File: config.mk
export PLATFORM = sky130hd
export DESIGN_NAME = bin_ram_arbiter
export DESIGN_NICKNAME = d
export VERILOG_FILES = /design/src/rtl/bin_ram_arbiter.sv
export SDC_FILE = /design/constraint.sdc
export NUM_CORES = 1
export LEC_CHECK = 0
export ABC_AREA = 0
export BUFFER_PORTS_ARGS = -buffer_cell sky130_fd_sc_hd__buf_4
export CORE_UTILIZATION = 43
export CTS_CLUSTER_DIAMETER = 200
export DETAILED_ROUTE_END_ITERATION = 8
export HOLD_SLACK_MARGIN = 0.05
export PLACE_DENSITY_LB_ADDON = 0.3
export SLEW_MARGIN = 25
export SYNTH_ARGS = -nofsm -noshare
export SYNTH_HDL_FRONTEND = slang
export SYNTH_SLANG_ARGS = --single-unit
File: constraint.sdc
create_clock -name clk_pixel -period 3 [get_ports clk_pixel]
set_input_delay 0.6 -clock clk_pixel [delete_from_list [all_inputs] [get_ports clk_pixel]]
set_output_delay 0.6 -clock clk_pixel [all_outputs]
set_load 0.05 [all_outputs]
File: src/rtl/bin_ram_arbiter.sv
// Single-port bin RAM arbiter: display reads have absolute priority and a fixed
// 2-cycle latency; the spectrum writer is served by req/ack in the free cycles.
// Optional stall statistics are built when BIN_ARB_STATS_EN is defined.
module bin_ram_arbiter #(
   parameter int ADDR_W = 9,
   parameter int DATA_W = 16
) (
   input  logic              clk_pixel,
   input  logic              rst_n,
   input  logic              rd_req,
   input  logic [ADDR_W-1:0] rd_addr,
   output logic              rd_valid,
   output logic [DATA_W-1:0] rd_data,
   input  logic              wr_req,
   input  logic [ADDR_W-1:0] wr_addr,
   input  logic [DATA_W-1:0] wr_data,
   output logic              wr_ack,
   output logic              mem_en,
   output logic              mem_we,
   output logic [ADDR_W-1:0] mem_addr,
   output logic [DATA_W-1:0] mem_wdata,
   input  logic [DATA_W-1:0] mem_rdata
`ifdef BIN_ARB_STATS_EN
   ,
   output logic [15:0]       stat_wr_stall
`endif
);

   typedef enum logic {IDLE, WACK} state_t;

   state_t              state_q, state_d;
   logic                en_d, we_d;
   logic [ADDR_W-1:0]   addr_d;
   logic [DATA_W-1:0]   wdata_d;
   logic                rd_issue_q;
   logic [DATA_W-1:0]   rd_hold_q;

   // NOTE: every signal gets a default before the priority chain so no path
   // leaves one unassigned, which would otherwise infer a latch.
   always_comb begin
      state_d = IDLE;
      en_d    = 1'b0;
      we_d    = 1'b0;
      addr_d  = mem_addr;
      wdata_d = mem_wdata;
      if (rd_req) begin
         en_d   = 1'b1;
         addr_d = rd_addr;
      end else if (wr_req && state_q == IDLE) begin
         en_d    = 1'b1;
         we_d    = 1'b1;
         addr_d  = wr_addr;
         wdata_d = wr_data;
         state_d = WACK;
      end
   end

   // NOTE: state is updated with non-blocking assignments so every flop samples
   // the values from before the edge, independent of statement order.
   always_ff @(posedge clk_pixel or negedge rst_n) begin
      if (!rst_n) begin
         state_q    <= IDLE;
         mem_en     <= 1'b0;
         mem_we     <= 1'b0;
         mem_addr   <= '0;
         mem_wdata  <= '0;
         rd_issue_q <= 1'b0;
         rd_valid   <= 1'b0;
         rd_hold_q  <= '0;
      end else begin
         state_q    <= state_d;
         mem_en     <= en_d;
         mem_we     <= we_d;
         mem_addr   <= addr_d;
         mem_wdata  <= wdata_d;
         rd_issue_q <= rd_req;
         rd_valid   <= rd_issue_q;
         if (rd_valid) rd_hold_q <= mem_rdata;
      end
   end

   assign wr_ack = (state_q == WACK);

   // The RAM's own output register carries the word in the valid cycle; the
   // hold register only keeps it stable once rd_valid drops.
   assign rd_data = rd_valid ? mem_rdata : rd_hold_q;

`ifdef BIN_ARB_STATS_EN
   // Cycles lost to reads only; the mandatory gap after an ack is not a stall.
   always_ff @(posedge clk_pixel or negedge rst_n) begin
      if (!rst_n) begin
         stat_wr_stall <= '0;
      end else if (rd_req && wr_req && state_q == IDLE && stat_wr_stall != 16'hFFFF) begin
         stat_wr_stall <= stat_wr_stall + 16'd1;
      end
   end
`endif

endmodule

==> flow_summary.toml <==
[status]
status = "finished, final reports clean"

[synthesis]
yosys_warnings = 0
syn_area_per_cell_um2 = 14.8
netlist_instances = 126
synth_area_um2 = 1870
yosysTopAreaCell = "dfrtp_1"
synth_fp_nets = 180
post-synth-top-area-fraction_pct = 60.3
seq_area_frac_synth_pct = 60.3
synth.top_cells.by_area = "dfrtp_1, mux2_2, mux2_4, or4bb_1, o311ai_0"
synth.distinct_cells = 14
ys_ff_latch = 45

[timing]
finalCritPeriodShare_pct = 75.7
setup_ws_ps = 728
fin_crit_ps = 2270
relSlewSlack_pct = 56.9
finClkSkew_ps = 5.08
rsz0062_at_grt = "no"
max_freq_mhz = 440
setup_tns_ps = 0
tightest_slew_ps = 647
slew_viol_final = 0
hold_viol_final = 0
setup_viol = 0

[cells_and_area]
syn2layout_area_growth_pct = 45.8
drive_above_1_share_pct = 62.8
ff_latch_area_um2 = 1130
insertedDiodeCount = 0
nFillCells = 341
multiInputGateArea_um2 = 639
final_core_util_pct = 66.6
nets = 276

[cts]
postCtsSetupBuffers = 0
clk_pin_slew_ps = 80
root_buffer = "clkbuf_8"
clkSinkCount = 45
numCtsBuffers = 5
clockBufferDepth = 2
cts_tree = "built"
hold_buffers = 0
cts_htree_levels = 2
clock_latency_ps = 290
cts_resized = 0

[die]
die_w_um = 67.9
initial_core_util_pct = 45.7
die_area_um2 = 4610
io_pins = 99
fp.coreArea_um2 = 4090
rows = 23
fp.dieH_um = 67.9

[power_and_ir_drop]
irDropWorstVdd_uv = 341
p_leak_uw = 0.00134
powerDensity_nw_per_um2 = 653

[grt]
grt_pass1_vias = 1284
grt_pass1_wl_mm = 5.94
antenna_found_initial = 0
grt_start_max_net_pins = 46
overflow = 0
track_usage_pct = 17.9

[worst_setup_path]
reg2reg_depth = 3
criticalPathCategory = "reg2out"
path_depth = 2
crit_fanout = 17
worst_path_max_delay_cell = "dfrtp_1"
critPathTopFamily = "flip-flops"
timing.critical_path.buf_inv = 1
max_stage_delay_ps = 760
crit_arrival_ps = 1670
critPathCaptureType = "output port"
crit_chain = "mux2_2 -> buf_4"
cp_data_required_time_ps = 2400
critPathLaunchType = "flip-flop"

[detailed_routing]
drt-total-wl_mm = 3.95
wl_per_cell_um = 14.5
ant_nets = 0
first_iter_violations = 48
first_pass_iters = 4
drc = 0
viasPerCell = 4.93
num_vias = 1347

[placed_design]
gp_congestion = 0.748
post-place-ws_ps = 1030
portBuffers = 98
hpwl_mm = 2.82

[worst_hold_path]
hold_class = "in2async"

[flow_run]
max_cap_violations = 0
Yosys cell counts:
library cell  count
nor2b_1           1
o311ai_0          9
buf_2             7
mux2_4            9
or4bb_1           9
mux2_2           23
dfrtp_1          45
buf_12            1
nand2_1           9
nor3b_4           1
or2_2             1
buf_4             1
clkbuf_2          1
inv_1             9
where the power goes:
| group | internal (uW) | switching (uW) | total [uW] | leakage (uW) |
|---|---|---|---|---|
| registers | 681 | 40.6 | 722 | 0.000531 |
| clock network | 272 | 196 | 468 | 0.0000585 |
| logic | 217 | 369 | 587 | 0.000750 |
cells by family (layout without fill, tap and decap cells):
kind of cell    after synthesis  after routing  synth area share [%]
compound gates                9              9                  4.22
buf+inv                      19            116                  5.43
mux                          32             32                  21.1
simple gates                 21             21                  8.91
flops                        45             45                  60.3
registers in the layout, summed over array words and instances, names as in the netlist:
register    flops
mem_addr        9
mem_en          1
mem_wdata      16
rd_hold_q      16
rd_issue_q      1
rd_valid        1
wr_ack          1
per-stage QoR:
| step | cells | power (uW) | instance area, um2 | hold slack, ps |
|---|---|---|---|---|
| 2_1_floorplan | 126 | 1120 | 1870 | 304 |
| 3_3_place_gp | 265 | 1320 | 2610 | 335 |
| 3_5_place_dp | 265 | 1330 | 2610 | 350 |
| 4_1_cts | 273 | 1800 | 2720 | 316 |
| 5_1_grt | 273 | 1860 | 2720 | 333 |
| 6_report | 273 | 1780 | 2720 | 288 |
final timing paths:
check,startpoint,slack (ps),to
max in group asynchronous,rst_n,2310,mem_wdata[15]
max,rd_valid,730,rd_data[6]
min,rst_n,290,rd_hold_q[15]
min in group clk_pixel,rd_issue_q,370,rd_valid
max reg2reg,wr_ack,1460,mem_wdata[5]
min reg2reg,rd_issue_q,370,rd_valid
worst register-to-register path: stages, from the launching register on:
cell     delay, ps
dfrtp_1        540
nor3b_4        220
buf_4          300
mux2_2         380
cell type report:
type | count | area share [%]
multi-input cells | 62 | 23.5
repair buffers | 99 | 27.3
clock buffers | 7 | 3.17
inverters | 9 | 1.24
clock inverters | 1 | 1.10
flip-flops and latches | 45 | 41.4
well taps | 50 | 2.30
routing by layer:
layer	share of wire (%)	track usage (%)	vias up
met1	41	21.1	644
met3	10	6.83	7
met5	0	0	-
li1	-	-	635
met4	1.5	9.38	0
met2	47	28.3	61
layout by cell type, fill, tap and decap left out, drive strengths merged:
cell type / synthesis / final
inv: 9 / 9
bufinv: 0 / 1
buf: 9 / 99
nor3b: 1 / 1
dfrtp: 45 / 45
o311ai: 9 / 9
or4bb: 9 / 9
nand2: 9 / 9
or2: 1 / 1
mux2: 32 / 32
nor2b: 1 / 1
clkbuf: 1 / 7
Power figures use the tool's default switching activity.
